===== src/rtl/select_sharing_arbiter_pkg.sv =====
// Shared helpers for the select sharing arbiter.
package select_sharing_arbiter_pkg;

  // Round-robin index: (base + offset) mod n, for base < n and offset < n.
  function automatic int rr_index(input int base, input int offset, input int n);
    int sum;
    sum = base + offset;
    if (sum >= n) sum = sum - n;
    return sum;
  endfunction

endpackage


===== src/rtl/select_sharing_arbiter_output_buffer.sv =====
// Per-requester result FIFO. It holds up to DEPTH results, and the head is
// visible combinationally. A push together with a pop on a full buffer is
// accepted and leaves the occupancy unchanged.
module sharing_output_buffer #(
  parameter int DATA_WIDTH = 32,
  parameter int DEPTH      = 2
) (
  input  logic                  clk,
  input  logic                  rst,
  input  logic                  push,
  input  logic [DATA_WIDTH-1:0] push_data,
  input  logic                  pop,
  output logic                  empty,
  output logic                  full,
  output logic [DATA_WIDTH-1:0] head
);

  localparam int PTR_W = (DEPTH > 1) ? $clog2(DEPTH) : 1;
  localparam int CNT_W = $clog2(DEPTH + 1);

  logic [DATA_WIDTH-1:0] mem_reg [DEPTH];
  logic [PTR_W-1:0]      wr_ptr_reg;
  logic [PTR_W-1:0]      rd_ptr_reg;
  logic [CNT_W-1:0]      count_reg;
  logic                  do_push;
  logic                  do_pop;

  assign empty   = (count_reg == '0);
  assign full    = (count_reg == CNT_W'(DEPTH));
  assign do_pop  = pop && !empty;
  assign do_push = push && (!full || do_pop);
  assign head    = mem_reg[rd_ptr_reg];

  // Storage write; contents need no reset because occupancy gates visibility.
  always_ff @(posedge clk) begin
    if (do_push) mem_reg[wr_ptr_reg] <= push_data;
  end

  // Pointer and occupancy bookkeeping.
  always_ff @(posedge clk) begin
    if (rst) begin
      wr_ptr_reg <= '0;
      rd_ptr_reg <= '0;
      count_reg  <= '0;
    end else begin
      if (do_push)
        wr_ptr_reg <= (wr_ptr_reg == PTR_W'(DEPTH - 1)) ? '0 : wr_ptr_reg + PTR_W'(1);
      if (do_pop)
        rd_ptr_reg <= (rd_ptr_reg == PTR_W'(DEPTH - 1)) ? '0 : rd_ptr_reg + PTR_W'(1);
      if (do_push && !do_pop)
        count_reg <= count_reg + CNT_W'(1);
      else if (do_pop && !do_push)
        count_reg <= count_reg - CNT_W'(1);
    end
  end

endmodule


===== src/rtl/select_sharing_arbiter.sv =====
// One registered select unit (cond ? true : false) shared round-robin among
// NUM_SHARED requesters. Credits reserve an output buffer slot before a grant,
// so the pipeline never stalls and a slow consumer only blocks itself.
import select_sharing_arbiter_pkg::*;

module select_sharing_arbiter #(
  parameter int NUM_SHARED = 2,
  parameter int DATA_WIDTH = 32,
  parameter int LATENCY    = 1,
  parameter int CREDITS    = 2
) (
  input  logic                             clk,
  input  logic                             rst,
  input  logic [NUM_SHARED-1:0]            ins_condition,
  input  logic [NUM_SHARED*DATA_WIDTH-1:0] ins_trueValue,
  input  logic [NUM_SHARED*DATA_WIDTH-1:0] ins_falseValue,
  input  logic [NUM_SHARED-1:0]            ins_valid,
  output logic [NUM_SHARED-1:0]            ins_ready,
  output logic [NUM_SHARED*DATA_WIDTH-1:0] outs,
  output logic [NUM_SHARED-1:0]            outs_valid,
  input  logic [NUM_SHARED-1:0]            outs_ready
);

  localparam int TAG_W  = $clog2(NUM_SHARED);
  localparam int CRED_W = $clog2(CREDITS + 1);

  logic [TAG_W-1:0]                        ptr_reg;
  logic [NUM_SHARED-1:0][CRED_W-1:0]       credit_reg;
  logic [NUM_SHARED-1:0]                   eligible;
  logic [NUM_SHARED-1:0]                   grant;
  logic                                    grant_any;
  logic [TAG_W-1:0]                        grant_idx;
  int                                      arb_idx;
  logic [DATA_WIDTH-1:0]                   sel_result;

  logic                                    pipe_valid_reg [LATENCY];
  logic [TAG_W-1:0]                        pipe_tag_reg   [LATENCY];
  logic [DATA_WIDTH-1:0]                   pipe_data_reg  [LATENCY];

  logic [NUM_SHARED-1:0]                   push_vec;
  logic [NUM_SHARED-1:0]                   pop_vec;
  logic [NUM_SHARED-1:0]                   empty_vec;
  logic [NUM_SHARED-1:0]                   full_vec;
  logic [NUM_SHARED-1:0][DATA_WIDTH-1:0]   head_vec;

  // A non-zero credit already implies a free buffer slot; the full term is a
  // redundant guard against ever pushing into a full buffer.
  genvar gi;
  generate
    for (gi = 0; gi < NUM_SHARED; gi++) begin : g_elig
      assign eligible[gi] = ins_valid[gi] && (credit_reg[gi] != '0) && !full_vec[gi];
    end
  endgenerate

  // Round-robin search for the first eligible requester starting at ptr.
  always_comb begin
    grant     = '0;
    grant_any = 1'b0;
    grant_idx = '0;
    arb_idx   = 0;
    for (int k = 0; k < NUM_SHARED; k++) begin
      arb_idx = rr_index(int'(ptr_reg), k, NUM_SHARED);
      if (!grant_any && eligible[arb_idx[TAG_W-1:0]]) begin
        grant_any = 1'b1;
        grant_idx = arb_idx[TAG_W-1:0];
      end
    end
    if (grant_any) grant[grant_idx] = 1'b1;
  end

  assign ins_ready = rst ? '0 : grant;

  assign sel_result = ins_condition[grant_idx]
                    ? ins_trueValue[grant_idx*DATA_WIDTH +: DATA_WIDTH]
                    : ins_falseValue[grant_idx*DATA_WIDTH +: DATA_WIDTH];

  // Round-robin pointer moves just past the granted requester.
  always_ff @(posedge clk) begin
    if (rst)
      ptr_reg <= '0;
    else if (grant_any)
      ptr_reg <= (grant_idx == TAG_W'(NUM_SHARED - 1)) ? '0 : grant_idx + TAG_W'(1);
  end

  // Valid bits of the result pipeline; shifts every cycle, never stalls.
  always_ff @(posedge clk) begin
    if (rst) begin
      for (int s = 0; s < LATENCY; s++) pipe_valid_reg[s] <= 1'b0;
    end else begin
      pipe_valid_reg[0] <= grant_any;
      for (int s = 1; s < LATENCY; s++) pipe_valid_reg[s] <= pipe_valid_reg[s-1];
    end
  end

  // Tag and result payload of the pipeline; qualified by the valid bits.
  always_ff @(posedge clk) begin
    pipe_tag_reg[0]  <= grant_idx;
    pipe_data_reg[0] <= sel_result;
    for (int s = 1; s < LATENCY; s++) begin
      pipe_tag_reg[s]  <= pipe_tag_reg[s-1];
      pipe_data_reg[s] <= pipe_data_reg[s-1];
    end
  end

  // Credits: spent on grant, returned on pop, unchanged when both coincide.
  always_ff @(posedge clk) begin
    if (rst) begin
      for (int i = 0; i < NUM_SHARED; i++) credit_reg[i] <= CRED_W'(CREDITS);
    end else begin
      for (int i = 0; i < NUM_SHARED; i++) begin
        if (grant[i] && !pop_vec[i])
          credit_reg[i] <= credit_reg[i] - CRED_W'(1);
        else if (pop_vec[i] && !grant[i])
          credit_reg[i] <= credit_reg[i] + CRED_W'(1);
      end
    end
  end

  generate
    for (gi = 0; gi < NUM_SHARED; gi++) begin : g_req
      assign push_vec[gi] = pipe_valid_reg[LATENCY-1] && (pipe_tag_reg[LATENCY-1] == TAG_W'(gi));
      assign pop_vec[gi]  = !empty_vec[gi] && outs_ready[gi];
      assign outs_valid[gi] = !rst && !empty_vec[gi];
      assign outs[gi*DATA_WIDTH +: DATA_WIDTH] = (rst || empty_vec[gi]) ? '0 : head_vec[gi];

      sharing_output_buffer #(
        .DATA_WIDTH (DATA_WIDTH),
        .DEPTH      (CREDITS)
      ) u_buf (
        .clk       (clk),
        .rst       (rst),
        .push      (push_vec[gi]),
        .push_data (pipe_data_reg[LATENCY-1]),
        .pop       (pop_vec[gi]),
        .empty     (empty_vec[gi]),
        .full      (full_vec[gi]),
        .head      (head_vec[gi])
      );
    end
  endgenerate

endmodule

===== config.mk =====
export PLATFORM = sky130hd
export DESIGN_NAME = select_sharing_arbiter
export DESIGN_NICKNAME = d
export VERILOG_FILES = /design/src/rtl/select_sharing_arbiter_pkg.sv /design/src/rtl/select_sharing_arbiter_output_buffer.sv /design/src/rtl/select_sharing_arbiter.sv
export SDC_FILE = /design/constraint.sdc
export NUM_CORES = 1
export LEC_CHECK = 0
export CORE_AREA = 2 2 134 136
export DETAILED_ROUTE_END_ITERATION = 8
export DIE_AREA = 0 0 136 138
export PLACE_DENSITY = 0.75
export SKIP_CTS_REPAIR_TIMING = 1
export SYNTH_ARGS = -nofsm -noshare
export SYNTH_HDL_FRONTEND = slang
export SYNTH_SLANG_ARGS = --single-unit

===== constraint.sdc =====
create_clock -name clk -period 2.42 [get_ports clk]
set_input_delay 0.242 -clock clk [delete_from_list [all_inputs] [get_ports clk]]
set_output_delay 0.242 -clock clk [all_outputs]
set_load 0.03 [all_outputs]

==> Flow_metrics.wiki <==
{| class="wikitable"
! Metric !! Value
|-
| Crit end category || primary output
|-
| Antenna cell count || 0
|-
| Standby leakage power || 3.829 nW
|-
| Number of nets in the final layout || 847
|-
| Clock transition at path regs || 0.06 ns
|-
| Fin Hold WS || 0.4281 ns
|-
| Synth Cell Area || 7308 um2
|-
| Required time of the critical path || 2.18 ns
|-
| Fraction of final layout cells with drive strength greater than 1 || 17.78%
|-
| Reg-to-reg startpoint || g_req[0].u_buf.count_reg[1]
|-
| Launch point of the worst hold path || ins_condition[0]
|-
| Fraction of the yosys area taken by sequential cells || 66.02%
|-
| Worst slew margin relative to its limit || 63.81%
|-
| Finish-stage setup viols || 0
|-
| Post-DR vias/cell || 4.848
|-
| Post-DR wirelength/cell || 17.20 um
|-
| Share of Yosys cell area claimed by the top area cell type || 52.59%
|-
| Count of cell types in the netlist || 28
|-
| Number of placed I/O pins || 204
|-
| Count of flip-flops with a built-in enable after synthesis || 128
|-
| Number of warning messages in the yosys log || 0
|-
| Number of fill cells in the layout || 1399
|-
| Run status || finished, final reports clean
|-
| Critical Path Start || g_req[1].u_buf.count_reg[1]
|-
| Area used by multi-input combinational logic || 2312 um2
|-
| Pin count of the biggest net entering global routing || 34
|-
| Total DRC errors in the routed layout || 0
|-
| Source-to-sink clock delay at the later pin of the worst-skew pair || 0.42 ns
|-
| Max Cap Violations || 0
|-
| Most common cell in the synthesized netlist || mux2i_1
|-
| Total routed wirelength || 16.32 mm
|-
| Utilization after layout || 57.75%
|-
| Max FO, Critical Path || 6
|-
| Kind of start point of the critical path || flop
|-
| Post-synthesis instance total || 497
|-
| Core box area || 17530 um2
|-
| Post-DRT Antenna Nets || 0
|-
| Sum of negative setup slack || 0 ns
|-
| Effective utilization at floorplan || 41.68%
|-
| Chip width || 136 um
|-
| Sink count of the clock tree || 177
|-
| TritonCTS Buffers || 17
|-
| Worst reg-to-reg path cell count || 6
|-
| Count of cells along the worst hold path || 4
|-
| Total global routing overflow || 0
|-
| Period Utilization, post-route || 86.11%
|-
| Max Slew Vio Count || 0
|-
| Area growth from synthesis to layout || 38.56%
|-
| Commonest cells in the synthesized netlist || 160 x mux2i_1, 128 x edfxtp_1, 75 x nor2_1
|-
| Final critical-path required period || 2.084 ns
|-
| Highest attainable clock frequency || 479.9 MHz
|-
| Total nets after synthesis || 637
|-
| GRT Overall Usage || 17.49%
|-
| HPWL after DPL || 11.11 mm
|-
| Number of global-route vias before repair || 4746
|-
| Global-route wire length before repair || 24.67 mm
|-
| Clock root buffer || clkbuf_16
|-
| Number of antenna violations at the first check in global routing || 0
|-
| Number of core rows || 49
|-
| Final hold viol count || 0
|-
| Arr. time, crit path || 1.84 ns
|-
| Detailed-router iteration count before antenna repair || 4
|-
| Unrepaired setup endpoints after global routing || no
|-
| Transition at the pin with the smallest max-transition slack || 0.5428 ns
|-
| Dominant cell type by area after synthesis || edfxtp_1
|-
| Initial DRC Count || 185
|-
| Leading register cell type out of synthesis || edfxtp_1
|-
| Via count of the routed design || 4601
|-
| Maximum clock insertion buffer count || 2
|-
| Largest register FFs || 128
|-
| Die extent in y || 138 um
|-
| Critical path class || reg -> out
|-
| Average size of a mapped cell || 14.70 um2
|-
| Cell Pwr Density || 1042 nW/um2
|-
| Maximum level of the CTS H-tree || 4
|-
| Die area || 18770 um2
|-
| Worst-case vdd ir drop || 0.5115 mV
|-
| Kind of path behind the tightest hold check || in -> reg
|-
| Cells taking the most area after synthesis || edfxtp_1 53%, mux2i_1 22%, dfxtp_1 13%
|-
| Final worst setup slack || 0.3362 ns
|-
| Post-Route Skew || 0.008610 ns
|-
| #FFs+latches synth || 177
|-
| Area taken by flip-flops and latches || 4827 um2
|-
| Clock tree from TritonCTS || yes
|-
| Count of buffers from port buffering || 203
|-
| Pre-CTS setup slack || 0.1912 ns
|-
| Routability Congestion || 0.8032
|-
| Async set-reset flop share out of synthesis || 0%
|}
power by group:
part	switching (mW)	leakage [nW]	internal, mW
Clock	1.10	0.249	1.37
Combinational	2.05	2.00	1.56
Sequential	0.376	1.58	4.11
cell usage in the layout, fill, tap and decap left out, types with 3 or more instances in the layout:
cell type / Yosys / routed
o21ai_0: 7 / 7
nor3_1: 4 / 4
inv_1: 4 / 4
clkinvlp_4: 0 / 6
xor2_1: 8 / 8
clkbuf_16: 0 / 17
buf_12: 3 / 11
clkdlybuf4s50_1: 0 / 137
nor2_1: 75 / 75
edfxtp_1: 128 / 128
a21oi_1: 3 / 3
xnor2_1: 4 / 4
ha_1: 4 / 4
dfxtp_1: 49 / 47
buf_4: 0 / 70
mux2i_1: 160 / 160
per-stage QoR:
| stage | power, mW | cell area (um2) | cells |
|---|---|---|---|
| after floorplan | 6.801 | 7313 | 497 |
| final | 10.56 | 10130 | 949 |
| after detailed placement | 8.199 | 9582 | 917 |
| after global placement | 8.095 | 9582 | 917 |
| after global routing | 11.08 | 10130 | 949 |
| after CTS | 10.67 | 10120 | 949 |
layout make-up:
type	instances	share of cell area, %
repair buffers	221	21.13
clock buffers	20	4.510
multi-input cells	285	22.83
well taps	229	2.830
inverters	5	0.1853
flip-flops and latches	177	47.67
clock inverters	12	0.8402
final timing paths:
path / slack (ns) / to
worst max register to register: 0.42 / credit_reg[3]
worst min-delay path: 0.43 / pipe_data_reg[0][12]
worst max-delay path: 0.34 / outs[60]
worst min register to register: 0.47 / g_req[1].u_buf.mem_reg[1][20]
critical path, stage by stage (launching register included):
cell and delay (ns):
dfxtp_1 0.49, o21bai_4 0.14, nor2_1 0.12, clkdlybuf4s50_1 0.67
kinds of logic (layout without fill, tap and decap cells):
kind of cell | count (synthesis) | after routing | share of synthesized area (%)
xor gates and xnor gates | 12 | 12 | 1.438
and+or+nand+nor | 91 | 91 | 5.324
adders and majority gates | 4 | 4 | 0.6848
muxes | 160 | 160 | 21.91
AOI/OAI and AO/OA | 18 | 18 | 1.712
buffers and inverters | 35 | 258 | 2.910
DFF | 177 | 177 | 66.02
metal layers:
metal / global-route usage [%] / part of all wire [%]
met5: 0 / 0
met4: 5.976 / 1.4
met3: 4.510 / 5.8
met2: 31.90 / 53
met1: 19.56 / 40
Note: power is estimated with default switching activity, not from simulation.
